===== src/rtl/mio_bus_arbiter.sv =====
// Shares one MIO memory port between the instruction-fetch and MEM-stage data
// requesters: one latched transaction at a time, registered bus drive, ack pulse.
module mio_bus_arbiter #(
  parameter int unsigned TIMEOUT  = 255,
  parameter int unsigned CNT_W    = 8,
  parameter logic [31:0] ERR_DATA = 32'h0000_0000
) (
  input  logic        clk,
  input  logic        rst,
  input  logic        if_req,
  input  logic [31:0] if_addr,
  output logic [31:0] if_rdata,
  output logic        if_ack,
  output logic        if_stall,
  input  logic        d_req,
  input  logic        d_we,
  input  logic [31:0] d_addr,
  input  logic [31:0] d_wdata,
  output logic [31:0] d_rdata,
  output logic        d_ack,
  output logic        d_stall,
  output logic        mem_req,
  output logic        mem_we,
  output logic [31:0] mem_addr,
  output logic [31:0] mem_wdata,
  input  logic [31:0] mem_rdata,
  input  logic        mem_ready,
  output logic        bus_error
);

  typedef enum logic [1:0] {IDLE, IBUS, DBUS, DONE} state_t;

  localparam logic [CNT_W-1:0] TIMEOUT_C = CNT_W'(TIMEOUT);

  state_t             state_q, state_d;
  logic               last_d_q, last_d_d;
  logic [CNT_W-1:0]   cnt_q, cnt_d;
  logic [31:0]        addr_q, addr_d;
  logic [31:0]        wdata_q, wdata_d;
  logic               we_q, we_d;
  logic [31:0]        if_rdata_q, if_rdata_d;
  logic [31:0]        d_rdata_q, d_rdata_d;
  logic               bus_error_q, bus_error_d;
  logic [31:0]        cap_data;

  always_comb begin
    // NOTE: every variable gets its default first so no path leaves one unassigned (no latch).
    state_d     = state_q;
    last_d_d    = last_d_q;
    cnt_d       = cnt_q;
    addr_d      = addr_q;
    wdata_d     = wdata_q;
    we_d        = we_q;
    if_rdata_d  = if_rdata_q;
    d_rdata_d   = d_rdata_q;
    bus_error_d = bus_error_q;
    cap_data    = mem_rdata;

    unique case (state_q)
      IDLE: begin
        // Data normally wins a tie; fetch wins if data had the previous grant.
        if (d_req && (!if_req || !last_d_q)) begin
          state_d  = DBUS;
          addr_d   = d_addr;
          wdata_d  = d_wdata;
          we_d     = d_we;
          cnt_d    = '0;
          last_d_d = 1'b1;
        end else if (if_req) begin
          state_d  = IBUS;
          addr_d   = if_addr;
          we_d     = 1'b0;
          cnt_d    = '0;
          last_d_d = 1'b0;
        end
      end
      IBUS, DBUS: begin
        if (mem_ready) begin
          state_d = DONE;
        end else if (cnt_q == TIMEOUT_C) begin
          cap_data    = ERR_DATA;
          bus_error_d = 1'b1;
          state_d     = DONE;
        end else begin
          cnt_d = cnt_q + CNT_W'(1);
        end
        if (state_d == DONE) begin
          if (state_q == DBUS) d_rdata_d  = cap_data;
          else                 if_rdata_d = cap_data;
        end
      end
      DONE:    state_d = IDLE;
      default: state_d = IDLE;
    endcase
  end

  // NOTE: sequential state uses non-blocking assignments only, so every flop samples pre-edge values.
  always_ff @(posedge clk or negedge rst) begin
    if (!rst) begin
      state_q     <= IDLE;
      last_d_q    <= 1'b0;
      cnt_q       <= '0;
      addr_q      <= '0;
      wdata_q     <= '0;
      we_q        <= 1'b0;
      if_rdata_q  <= '0;
      d_rdata_q   <= '0;
      bus_error_q <= 1'b0;
    end else begin
      state_q     <= state_d;
      last_d_q    <= last_d_d;
      cnt_q       <= cnt_d;
      addr_q      <= addr_d;
      wdata_q     <= wdata_d;
      we_q        <= we_d;
      if_rdata_q  <= if_rdata_d;
      d_rdata_q   <= d_rdata_d;
      bus_error_q <= bus_error_d;
    end
  end

  // The granted port is recoverable from last_d in DONE, so acks need no extra flop.
  assign mem_req   = (state_q == IBUS) || (state_q == DBUS);
  assign mem_we    = (state_q == DBUS) && we_q;
  assign mem_addr  = addr_q;
  assign mem_wdata = wdata_q;
  assign if_ack    = (state_q == DONE) && !last_d_q;
  assign d_ack     = (state_q == DONE) && last_d_q;
  assign if_rdata  = if_rdata_q;
  assign d_rdata   = d_rdata_q;
  assign bus_error = bus_error_q;
  assign if_stall  = if_req & ~if_ack;
  assign d_stall   = d_req & ~d_ack;

endmodule


===== config.mk =====
export PLATFORM = sky130hd
export DESIGN_NAME = mio_bus_arbiter
export DESIGN_NICKNAME = d
export VERILOG_FILES = /design/src/rtl/mio_bus_arbiter.sv
export SDC_FILE = /design/constraint.sdc
export NUM_CORES = 1
export LEC_CHECK = 0
export BUFFER_PORTS_ARGS = -buffer_cell sky130_fd_sc_hd__buf_2
export CAP_MARGIN = 0
export CORE_ASPECT_RATIO = 0.75
export CORE_UTILIZATION = 43
export DETAILED_ROUTE_END_ITERATION = 8
export PLACE_DENSITY = 0.81
export SLEW_MARGIN = 20
export SYNTH_ARGS = -nofsm -noshare
export SYNTH_HDL_FRONTEND = slang
export SYNTH_SLANG_ARGS = --single-unit

===== constraint.sdc =====
create_clock -name clk -period 1.9 [get_ports clk]
set_input_delay 0.285 -clock clk [delete_from_list [all_inputs] [get_ports clk]]
set_output_delay 0.285 -clock clk [all_outputs]
set_load 0.03 [all_outputs]

==> Implementation_results.wiki, run 1 <==
{| class="wikitable"
! Metric !! Value
|-
| Outcome || finished, final reports clean
|-
| H-tree depth || 4
|-
| Largest net degree at the start of global routing || 67
|-
| Worst-path fanout max || 3
|-
| Cell variety after synth || 42
|-
| Bufs and invs on worst path || 2
|-
| Number of buffers inserted during clock tree synthesis || 17
|-
| Post-detailed-route wirelength per cell || 15.1 µm
|-
| Cell type with the largest total area after synthesis || sky130_fd_sc_hd__dfrtp_1
|-
| Clock Tree Root || sky130_fd_sc_hd__clkbuf_16
|-
| Worst path max stage delay || 0.37 ns
|-
| Worst setup path endpoint || if_stall
|-
| Clock-pin slew of the registers on the worst-case setup and hold paths || 0.06 ns
|-
| Netlist area before placement || 0.00618 mm²
|-
| Critical path's slowest cell || sky130_fd_sc_hd__dfrtp_1
|-
| Vias in the first global route || 4765
|-
| CTS tree || yes
|-
| Endpoint type of the worst setup path || output port
|-
| RSZ-0062 raised after global routing || true
|-
| Endpoints failing setup || 0
|-
| Share of synthesized flip-flops with an asynchronous set or reset || 1.00
|-
| Data required time of the critical path || 1.62 ns
|-
| Residual antenna-violating net count after detailed routing || 0
|-
| Clk buf depth || 2
|-
| Number of remaining DRC errors || 0
|-
| Number of nets in the synthesized netlist || 666
|-
| Register-to-Register Setup Slack || 0.13 ns
|-
| Post-CTS setup buffers || 0
|-
| Num Clock Sinks || 141
|-
| Peak Freq || 538 MHz
|-
| Syn Inst Count || 527
|-
| Final-report hold violation count || 0
|-
| Worst skew pair latency || 0.41 ns
|-
| Antenna violations before repair || 1
|-
| Post-route standard cell area excluding fillers || 0.00848 mm²
|-
| Total of flip-flops plus latches after synthesis || 141
|-
| Number of cells traversed by the worst register-to-register path || 6
|-
| Placeable core region || 0.0139 mm²
|-
| Number of warnings reported in the yosys synthesis log || 0
|-
| Data arrival time of the critical path || 1.57 ns
|-
| Crit Path Class || reg -> out
|-
| Critical path cell sequence || buf_4 > ha_2 > nor2b_1 > nor2b_1 > buf_4
|-
| Via density per instance || 4.77
|-
| Global-route wire length before repair || 24000 µm
|-
| VDD IR max || 0.00109 V
|-
| Path category of the worst min-delay check || in -> reg
|-
| Number of standard-cell rows in the floorplan || 37
|-
| Max Transition Viols Final || 0
|-
| CP top delay family || flip-flops
|-
| Floorplan die height || 106 µm
|-
| Most frequent cell after synthesis || sky130_fd_sc_hd__dfrtp_1
|-
| MaxCap Viol Count || 0
|-
| Most numerous cell types in the synthesized netlist || 141 x sky130_fd_sc_hd__dfrtp_1, 97 x sky130_fd_sc_hd__mux2i_1, 70 x sky130_fd_sc_hd__nand2_1
|-
| Effective utilization at floorplan || 0.445
|-
| Fraction of final layout cells sized beyond drive strength 1 || 0.412
|-
| Critical path startpoint || state_q[1]$_DFFE_PN0P_
|-
| Final total negative setup slack || 0 ns
|-
| Number of logic stages on the critical path including buffering || 5
|-
| Fraction of synthesized cell area taken by the top area cell type || 0.571
|-
| All-Layer GR Usage || 0.210
|-
| Total power divided by cell area || 2000 mW/mm²
|-
| Gr ovfl total || 0
|-
| Main area contributors after synthesis || sky130_fd_sc_hd__dfrtp_1 57%, sky130_fd_sc_hd__mux2i_1 16%, sky130_fd_sc_hd__mux2_1 5.3%
|-
| Synth-to-Final Area Change || 37.2%
|-
| DR pass1 iterations || 5
|-
| Setup skew after layout || 0.00596 ns
|-
| Die Footprint || 0.0149 mm²
|-
| Top_reg_cell synth || sky130_fd_sc_hd__dfrtp_1
|-
| Number of flops mapped to enable cells by yosys || 0
|-
| Diode insertion count for antenna repair || 0
|-
| R2r endpoint || cnt_q[5]$_DFFE_PN0P_
|-
| Final design utilization || 0.610
|-
| DPL Wire Length || 10800 µm
|-
| Mean Syn Cell Area || 11.7 µm²
|-
| Dpl cell area || 0.00780 mm²
|-
| Final layout net count || 942
|-
| Ports placed on the boundary || 269
|-
| Placer congestion estimate || 0.786
|-
| Fraction of the yosys area taken by sequential cells || 0.571
|-
| Vias after detailed routing || 4731
|-
| Slew headroom || 0.687
|-
| Least-Margin Pin Slew || 0.470 ns
|-
| Worst setup SP type || flop
|-
| Leak || 4.69 nW
|-
| Drt initial violations || 184
|-
| Period utilisation layout || 0.979
|-
| Total of buffers placed on input and output ports || 268
|-
| Post-detailed-routing wire length || 14900 µm
|-
| Final Critical Period || 1.86 ns
|-
| Horizontal die dimension || 140 µm
|-
| Critical register-to-register path startpoint || state_q[1]$_DFFE_PN0P_
|}
==> how the worst min path moves through the flow <==
stage          slack [ns]   startpoint  depth (start not counted)                   endpoint
2_1_floorplan       -0.01          rst                          0      bus_error$_DFFE_PN0P_
3_3_place_gp         0.25          rst                          1    d_rdata[23]$_DFFE_PN0P_
3_5_place_dp         0.26          rst                          1    d_rdata[23]$_DFFE_PN0P_
4_1_cts              0.06  d_wdata[29]                          2  mem_wdata[29]$_DFFE_PN0P_
5_1_grt              0.06  d_wdata[17]                          2  mem_wdata[17]$_DFFE_PN0P_
6_report             0.08  d_wdata[29]                          2  mem_wdata[29]$_DFFE_PN0P_
==> metal layers <==
metal  global-route usage  vias up  routed length, µm
met5                    0        -                  0
li1                     -     2297                  -
met2                0.357      176               7300
met4               0.0612        0                176
met1                0.258     2241               6470
met3               0.0627       17                979
==> registers in the layout, indices dropped and copies added (netlist names) <==
| name | count |
|---|---|
| bus_error | 1 |
| cnt_q | 8 |
| d_rdata | 32 |
| if_rdata | 32 |
| last_d_q | 1 |
| mem_addr | 32 |
| mem_wdata | 32 |
| state_q | 2 |
| we_q | 1 |
==> cells by family (layout without fill, tap and decap cells) <==
logic type | count (synthesis) | after routing | synth area share
buf+inv | 95 | 384 | 0.0733
compound gates | 58 | 58 | 0.0549
flops | 141 | 141 | 0.571
simple gates | 99 | 99 | 0.0749
fa+ha+maj | 5 | 5 | 0.0101
mux | 129 | 129 | 0.216
==> per-stage QoR <==
step           hold WS (ns)  cells  setup slack (ns)  total power [W]
3_5_place_dp          0.265    958            0.0745           0.0135
5_1_grt              0.0644    991           -0.0161           0.0179
3_3_place_gp          0.254    958             0.171           0.0132
4_1_cts              0.0615    991            0.0115           0.0171
6_report             0.0799    991            0.0404           0.0170
2_1_floorplan       -0.0106    527            0.0655           0.0110
==> worst reg2reg max path: stages (launching register included) <==
cell and delay [ns]:
sky130_fd_sc_hd__dfrtp_1 0.34, sky130_fd_sc_hd__inv_1 0.10, sky130_fd_sc_hd__ha_4 0.21, sky130_fd_sc_hd__or3b_4 0.28
sky130_fd_sc_hd__nand4_2 0.18, sky130_fd_sc_hd__or4_1 0.43, sky130_fd_sc_hd__a21oi_1 0.15
==> power by group <==
part / leakage, nW / internal, W / switching (W) / total, W
clock: 0.296 / 0.00224 / 0.00129 / 0.00353
combinational: 2.72 / 0.00276 / 0.00545 / 0.00821
sequential: 1.67 / 0.00448 / 0.000764 / 0.00524
total: 4.69 / 0.00948 / 0.00750 / 0.0170
==> placed cells by master, fill, tap and decap left out, types with 2 or more instances in the layout <==
master	n
sky130_fd_sc_hd__buf_6	3
sky130_fd_sc_hd__dfrtp_1	141
sky130_fd_sc_hd__buf_4	9
sky130_fd_sc_hd__a21oi_1	7
sky130_fd_sc_hd__nand4_1	2
sky130_fd_sc_hd__bufinv_16	4
sky130_fd_sc_hd__clkbuf_16	17
sky130_fd_sc_hd__buf_2	264
sky130_fd_sc_hd__mux2i_1	97
sky130_fd_sc_hd__inv_6	3
sky130_fd_sc_hd__o21ai_0	37
sky130_fd_sc_hd__o31ai_1	4
sky130_fd_sc_hd__mux2_2	3
sky130_fd_sc_hd__mux2_1	29
sky130_fd_sc_hd__ha_2	3
sky130_fd_sc_hd__or3_1	5
sky130_fd_sc_hd__clkinv_2	2
sky130_fd_sc_hd__inv_1	66
sky130_fd_sc_hd__nor2b_1	2
sky130_fd_sc_hd__or4_1	2
sky130_fd_sc_hd__nand3_1	2
sky130_fd_sc_hd__nor2_1	2
sky130_fd_sc_hd__nand4_2	2
sky130_fd_sc_hd__buf_12	8
sky130_fd_sc_hd__clkinvlp_4	4
sky130_fd_sc_hd__nand2_1	70
==> final cells by class <==
type,instances,area (µm²)
multi-input combinational,291,2260
clock inverter,13,186
clock buffer,19,443
sequential,141,3530
timing repair buffer,285,1590
tap,175,219
inverter,67,251
fill,1138,5410
==> what timing repair did <==
action / CTS / global route
gates resized for setup: 4 / 10
hold endpoints to repair: 41 / 0
hold buffers: 1 / 0
cloned: 0 / 0
setup endpoints to repair: 3 / 16
Note: power is estimated with default switching activity, not from simulation.
==> run 2: changes to the inputs <==
- CELL_PAD_IN_SITES_DETAIL_PLACEMENT: unset -> 0
- CELL_PAD_IN_SITES_GLOBAL_PLACEMENT: unset -> 1
- CORE_UTILIZATION: 43 -> 32
- PLACE_DENSITY: 0.81 -> 0.8
==> run 2 against run 1 <==
Compared with the run above: setup slack gained 0.043 ns; highest routed layer unchanged; via count down 1.4%; hold slack got worse by 0.0099 ns; sequential share of layout area is 0.43 points lower; critical path depth fell by 1; first-iteration DRC count is 17% lower; largest power group unchanged; power grew 0.79%; register-to-register slack worse by 0.04 ns.
==> Implementation_results.wiki, run 2 (synthesis results as in run 1) <==
{| class="wikitable"
! Metric !! Value
|-
| Outcome || finished, final reports clean
|-
| Worst skew pair latency || 0.42 ns
|-
| DPL Wire Length || 11400 µm
|-
| Largest net degree at the start of global routing || 67
|-
| Clock-pin slew of the registers on the worst-case setup and hold paths || 0.07 ns
|-
| Global-route wire length before repair || 24200 µm
|-
| Dpl cell area || 0.00787 mm²
|-
| Placeable core region || 0.0187 mm²
|-
| Synth-to-Final Area Change || 38.6%
|-
| Endpoints failing setup || 0
|-
| Slew headroom || 0.674
|-
| Post-detailed-routing wire length || 15400 µm
|-
| Residual antenna-violating net count after detailed routing || 0
|-
| DR pass1 iterations || 4
|-
| Number of standard-cell rows in the floorplan || 43
|-
| Max Transition Viols Final || 0
|-
| MaxCap Viol Count || 0
|-
| Critical path startpoint || state_q[1]$_DFFE_PN0P_
|-
| Horizontal die dimension || 162 µm
|-
| Ports placed on the boundary || 269
|-
| Path category of the worst min-delay check || in -> reg
|-
| Leak || 4.71 nW
|-
| Crit Path Class || reg -> out
|-
| Number of remaining DRC errors || 0
|-
| Worst-path fanout max || 9
|-
| Placer congestion estimate || 0.770
|-
| Final layout net count || 940
|-
| Die Footprint || 0.0199 mm²
|-
| Floorplan die height || 122 µm
|-
| Endpoint type of the worst setup path || output port
|-
| Data arrival time of the critical path || 1.53 ns
|-
| CTS tree || yes
|-
| Routed length on met1 || 7080 µm
|-
| Post-route standard cell area excluding fillers || 0.00856 mm²
|-
| Number of buffers inserted during clock tree synthesis || 17
|-
| Most frequent cells in the layout || 265 x sky130_fd_sc_hd__buf_2, 141 x sky130_fd_sc_hd__dfrtp_1, 97 x sky130_fd_sc_hd__mux2i_1
|-
| Worst Min Path Start || d_wdata[17]
|-
| Setup skew after layout || 0.00799 ns
|-
| VDD IR max || 0.000967 V
|-
| DR top layer || met4
|-
| Peak Freq || 551 MHz
|-
| Worst setup SP type || flop
|-
| Clock Tree Root || sky130_fd_sc_hd__clkbuf_16
|-
| Via density per instance || 4.39
|-
| Wire length on met2 || 7110 µm
|-
| Gr ovfl total || 0
|-
| FF+latch area || 0.00353 mm²
|-
| Total power divided by cell area || 2000 mW/mm²
|-
| Filler Cell Count || 1767
|-
| Final Critical Period || 1.82 ns
|-
| H-tree depth || 4
|-
| Effective utilization at floorplan || 0.331
|-
| Post-detailed-route wirelength per cell || 14.5 µm
|-
| Placement-stage worst setup slack || 0.0265 ns
|-
| Most common library cell in the layout ignoring fill and taps || sky130_fd_sc_hd__buf_2
|-
| Vias after detailed routing || 4665
|-
| Antenna violations before repair || 0
|-
| Fraction of final layout cells sized beyond drive strength 1 || 0.408
|-
| Period utilisation layout || 0.956
|-
| Critical register-to-register path startpoint || cnt_q[0]$_DFFE_PN0P_
|-
| Drt initial violations || 153
|-
| Data required time of the critical path || 1.62 ns
|-
| Vias in the first global route || 4644
|-
| Final-report hold violation count || 0
|-
| Metal3 WL || 1040 µm
|-
| Multi-input gate area in the final layout || 0.00225 mm²
|-
| Clk buf depth || 2
|-
| Crit path setup slack, layout || 0.0837 ns
|-
| All-Layer GR Usage || 0.160
|-
| Least-Margin Pin Slew || 0.489 ns
|-
| Num Clock Sinks || 141
|-
| Total of buffers placed on input and output ports || 268
|}
[run 2: cell types whose count changed in the layout (fill, tap and decap cells not counted), moves of 2 or more]
cell / change
sky130_fd_sc_hd__inv_8: +4
sky130_fd_sc_hd__clkinv_2: -2
sky130_fd_sc_hd__clkinvlp_4: -3
sky130_fd_sc_hd__ha_2: -2
sky130_fd_sc_hd__clkinv_4: +2
sky130_fd_sc_hd__buf_6: -2
sky130_fd_sc_hd__ha_1: +2
[run 2: power by group]
part / internal [W] / switching [W] / total [W]
logic: 0.00276 / 0.00542 / 0.00818
registers: 0.00447 / 0.000777 / 0.00525
clock network: 0.00226 / 0.00142 / 0.00368
total: 0.00949 / 0.00762 / 0.0171
[run 2: through the flow]
| step | hold slack [ns] | total power [W] | TNS [ns] | util | instances |
|---|---|---|---|---|---|
| 4_1_cts | 0.0523 | 0.0173 | 0 | 0.457 | 1060 |
| 2_1_floorplan | -0.0106 | 0.0110 | 0 | - | 527 |
| 3_3_place_gp | 0.255 | 0.0133 | 0 | 0.421 | 1027 |
| 6_report | 0.0700 | 0.0171 | 0 | 0.459 | 1062 |
| 5_1_grt | 0.0524 | 0.0182 | -0.00673 | 0.459 | 1061 |
| 3_5_place_dp | 0.261 | 0.0135 | 0 | 0.421 | 1027 |
[run 2: final timing paths]
check	slack (ns)	to	depth (start not counted)
max	0.08	mem_req	4
min reg2reg	0.47	bus_error$_DFFE_PN0P_	1
min	0.07	mem_wdata[17]$_DFFE_PN0P_	2
max reg2reg	0.09	if_rdata[3]$_DFFE_PN0P_	6
max in group asynchronous	0.89	if_rdata[2]$_DFFE_PN0P_	3
min in group asynchronous	0.37	d_rdata[26]$_DFFE_PN0P_	2
[run 2: routing by layer]
layer | global-route usage | vias to the layer above
met3 | 0.0517 | 16
li1 | - | 2298
met5 | 0 | -
met1 | 0.203 | 2191
met4 | 0.0578 | 0
met2 | 0.255 | 160
[run 2: repair_timing]
item | in CTS | in global routing
gates resized for setup | 2 | 7
hold buffers | 1 | 0
setup buffers | 0 | 1
endpoints found under the setup margin | 2 | 9
hold endpoints to repair | 47 | 0
[run 2: cell type report]
type                            instances  share of cell area
Sequential cell                       141               0.412
Multi-Input combinational cell        291               0.263
Timing Repair Buffer                  283               0.183
Clock buffer                           17              0.0497
Tap cell                              247              0.0361
Inverter                               67              0.0294
Clock inverter                         15              0.0263
Antenna cell                            1            0.000292
[run 2: worst max-delay path: stages (launching register included)]
cell	delay, ns
sky130_fd_sc_hd__dfrtp_1	0.41
sky130_fd_sc_hd__inv_2	0.09
sky130_fd_sc_hd__ha_4	0.28
sky130_fd_sc_hd__buf_4	0.16
sky130_fd_sc_hd__buf_4	0.18
==> run 3: changes to the inputs <==
- ABC_AREA: unset -> 1
- CORE_UTILIZATION: 32 -> 31
- PLACE_DENSITY: 0.8 -> 0.81
==> run 3 against run 2 <==
Compared with the run above: clock power decreased by 4%; largest power group unchanged; combinational power grew 5.0%; register-to-register slack improved by 0.06 ns; die area increased by 5.5%; design area up 0.94%; largest cell class unchanged; non-clock buffer count rose by 3; global-route usage increased by 1.0 points; synthesized cell count rose by 34%; first-iteration DRC count up 84%; final cell count increased by 17%; count of clock-buffer cells in the layout is the same; clock skew grew 0.0060 ns.
==> Implementation_results.wiki, run 3 <==
{| class="wikitable"
! Metric !! Value
|-
| Outcome || finished, final reports clean
|-
| Share of synthesized flip-flops with an asynchronous set or reset || 1.00
|-
| Cell depth of the worst min-delay path || 2
|-
| Syn Inst Count || 707
|-
| CTS tree || yes
|-
| Data required time of the critical path || 1.62 ns
|-
| All-Layer GR Usage || 0.170
|-
| Number of warnings reported in the yosys synthesis log || 0
|-
| Diode insertion count for antenna repair || 0
|-
| VDD IR max || 0.000799 V
|-
| Fraction of the yosys area taken by sequential cells || 0.558
|-
| Compound-Gate Fraction of Synth Area || 0.0445
|-
| Clk buf depth || 2
|-
| Main combinational cell family by area after synthesis || simple AND/OR/NAND/NOR gates
|-
| Mean Syn Cell Area || 8.94 µm²
|-
| Ports placed on the boundary || 269
|-
| Post-detailed-route wirelength per cell || 13.8 µm
|-
| Post-Synth Adder-Cell Area || 0.00990
|-
| Global-route wire length before repair || 28400 µm
|-
| DPL Wire Length || 12100 µm
|-
| Data arrival time of the critical path || 1.57 ns
|-
| Gr ovfl total || 0
|-
| Dpl cell area || 0.00800 mm²
|-
| Register-to-Register Setup Slack || 0.15 ns
|-
| H-tree depth || 4
|-
| Antenna violations before repair || 2
|-
| R2r endpoint || d_rdata[30]$_DFFE_PN0P_
|-
| Placer congestion estimate || 0.771
|-
| Vias after detailed routing || 5567
|-
| Placeable core region || 0.0197 mm²
|-
| Period utilisation layout || 0.975
|-
| Main area contributors after synthesis || sky130_fd_sc_hd__dfrtp_1 56%, sky130_fd_sc_hd__nand2_1 15%, sky130_fd_sc_hd__nand3_1 6.0%
|-
| Number of flops mapped to enable cells by yosys || 0
|-
| Via density per instance || 4.49
|-
| DR pass1 iterations || 4
|-
| Most frequent cells in the layout || 265 x sky130_fd_sc_hd__buf_2, 257 x sky130_fd_sc_hd__nand2_1, 141 x sky130_fd_sc_hd__dfrtp_1
|-
| Vias in the first global route || 5544
|-
| Total of flip-flops plus latches after synthesis || 141
|-
| Final Critical Period || 1.85 ns
|-
| Max Transition Viols Final || 0
|-
| Effective utilization at floorplan || 0.322
|-
| Num Clock Sinks || 141
|-
| Fraction of final layout cells sized beyond drive strength 1 || 0.363
|-
| RSZ-0062 raised after global routing || true
|-
| Leak || 4.76 nW
|-
| Clock-pin slew of the registers on the worst-case setup and hold paths || 0.06 ns
|-
| Crit Path Class || reg -> out
|-
| Endpoints failing setup || 0
|-
| Post-Place Cells || 1206
|-
| Most common library cell in the layout ignoring fill and taps || sky130_fd_sc_hd__buf_2
|-
| Post-route standard cell area excluding fillers || 0.00864 mm²
|-
| Clock Tree Root || sky130_fd_sc_hd__clkbuf_16
|-
| Critical register-to-register path startpoint || state_q[1]$_DFFE_PN0P_
|-
| Drt initial violations || 281
|-
| Horizontal die dimension || 167 µm
|-
| Netlist area before placement || 0.00632 mm²
|-
| Peak Freq || 540 MHz
|-
| Total Power Consumption || 0.0173 W
|-
| Most frequent cell after synthesis || sky130_fd_sc_hd__nand2_1
|-
| Worst-path fanout max || 8
|-
| Finished Layout Cells || 1239
|-
| FF+latch area || 0.00353 mm²
|-
| Worst Min Path Start || d_wdata[13]
|-
| Final layout net count || 1112
|-
| Cell type with the largest total area after synthesis || sky130_fd_sc_hd__dfrtp_1
|-
| Filler Cell Count || 1993
|-
| Final-report hold violation count || 0
|-
| Least-Margin Pin Slew || 0.426 ns
|-
| Slew headroom || 0.716
|-
| Number of nets in the synthesized netlist || 846
|-
| Most numerous cell types in the synthesized netlist || 257 x sky130_fd_sc_hd__nand2_1, 141 x sky130_fd_sc_hd__dfrtp_1, 76 x sky130_fd_sc_hd__nand3_1
|-
| Endpoint, Worst Hold || mem_wdata[13]$_DFFE_PN0P_
|-
| Number of remaining DRC errors || 0
|-
| MaxCap Viol Count || 0
|-
| Setup skew after layout || 0.0140 ns
|-
| Worst setup SP type || flop
|-
| Number of standard-cell rows in the floorplan || 44
|-
| Simple logic cell fraction of the synthesized area || 0.251
|-
| Worst skew pair latency || 0.42 ns
|-
| Die Footprint || 0.0210 mm²
|-
| Top_reg_cell synth || sky130_fd_sc_hd__dfrtp_1
|-
| Total of buffers placed on input and output ports || 268
|-
| Cell variety after synth || 29
|-
| Path category of the worst min-delay check || in -> reg
|-
| Endpoint type of the worst setup path || output port
|-
| Total power divided by cell area || 2000 mW/mm²
|-
| Post-detailed-routing wire length || 17100 µm
|-
| Residual antenna-violating net count after detailed routing || 0
|-
| Fraction of synthesized cell area taken by the top area cell type || 0.558
|-
| Synth-to-Final Area Change || 36.8%
|-
| Post-Synth XOR/XNOR Area || 0.00554
|-
| Largest net degree at the start of global routing || 52
|-
| Multiplexer fraction of the synthesized cell area || 0.0570
|-
| Floorplan die height || 126 µm
|-
| Multi-input gate area in the final layout || 0.00234 mm²
|-
| Number of cells traversed by the worst register-to-register path || 7
|-
| Number of buffers inserted during clock tree synthesis || 17
|}
run 3: logic make-up (layout without fill, tap and decap cells):
kind of cell,count (synthesis),count (layout)
AOI/OAI and AO/OA,45,45
DFF,141,141
muxes,32,32
and+or+nand+nor,386,386
buffers and inverters,94,373
xor gates and xnor gates,4,4
adders and majority gates,5,5
run 3: how the worst max path moves through the flow:
| stage | startpoint | endpoint | depth (start not counted) | slack [ns] |
|---|---|---|---|---|
| after floorplan | state_q[0]$_DFFE_PN0P_ | d_rdata[10]$_DFFE_PN0P_ | 8 | 0.14 |
| after global placement | cnt_q[0]$_DFFE_PN0P_ | d_rdata[10]$_DFFE_PN0P_ | 10 | 0.19 |
| after detailed placement | state_q[1]$_DFFE_PN0P_ | d_rdata[26]$_DFFE_PN0P_ | 7 | 0.15 |
| after CTS | state_q[0]$_DFFE_PN0P_ | mem_we | 6 | 0.02 |
| after global routing | state_q[0]$_DFFE_PN0P_ | mem_we | 6 | -0.04 |
| final | state_q[1]$_DFFE_PN0P_ | mem_req | 3 | 0.05 |
run 3: worst max-delay path, stage by stage (launching register included):
cell                      delay (ns)
sky130_fd_sc_hd__dfrtp_1        0.40
sky130_fd_sc_hd__inv_1          0.11
sky130_fd_sc_hd__ha_2           0.44
sky130_fd_sc_hd__buf_4          0.20
run 3: power breakdown:
group	internal [W]	switching [W]	total (W)
Sequential	0.00442	0.000726	0.00515
Clock	0.00212	0.00143	0.00355
Combinational	0.00269	0.00590	0.00859
Total	0.00923	0.00806	0.0173
run 3: stage by stage:
step / setup slack (ns) / setup TNS [ns] / util / hold WS [ns]
global placement: 0.192 / 0 / 0.407 / 0.232
CTS: 0.0236 / 0 / 0.440 / 0.0572
detailed placement: 0.152 / 0 / 0.407 / 0.237
finish: 0.0476 / 0 / 0.440 / 0.0807
floorplan: 0.137 / 0 / - / -0.0106
global route: -0.0400 / -0.0734 / 0.440 / 0.0675
run 3: cell type report:
type	count	share of cell area
Tap cell	253	0.0366
Clock buffer	17	0.0492
Inverter	55	0.0239
Clock inverter	15	0.0232
Timing Repair Buffer	286	0.188
Multi-Input combinational cell	472	0.271
Sequential cell	141	0.408
run 3: metal layers:
| layer | up-vias | GRT usage | part of all wire |
|---|---|---|---|
| li1 | 2775 | - | - |
| met1 | 2587 | 0.216 | 0.44 |
| met2 | 184 | 0.273 | 0.46 |
| met3 | 17 | 0.0622 | 0.079 |
| met4 | 4 | 0.0458 | 0.010 |
| met5 | - | 0 | 0.0013 |
run 3: repair_timing:
item,CTS,global route
endpoints found under the setup margin,2,2
hold endpoints to repair,39,0
buffers inserted,0,0
resized for setup,4,0
hold buffers,1,0
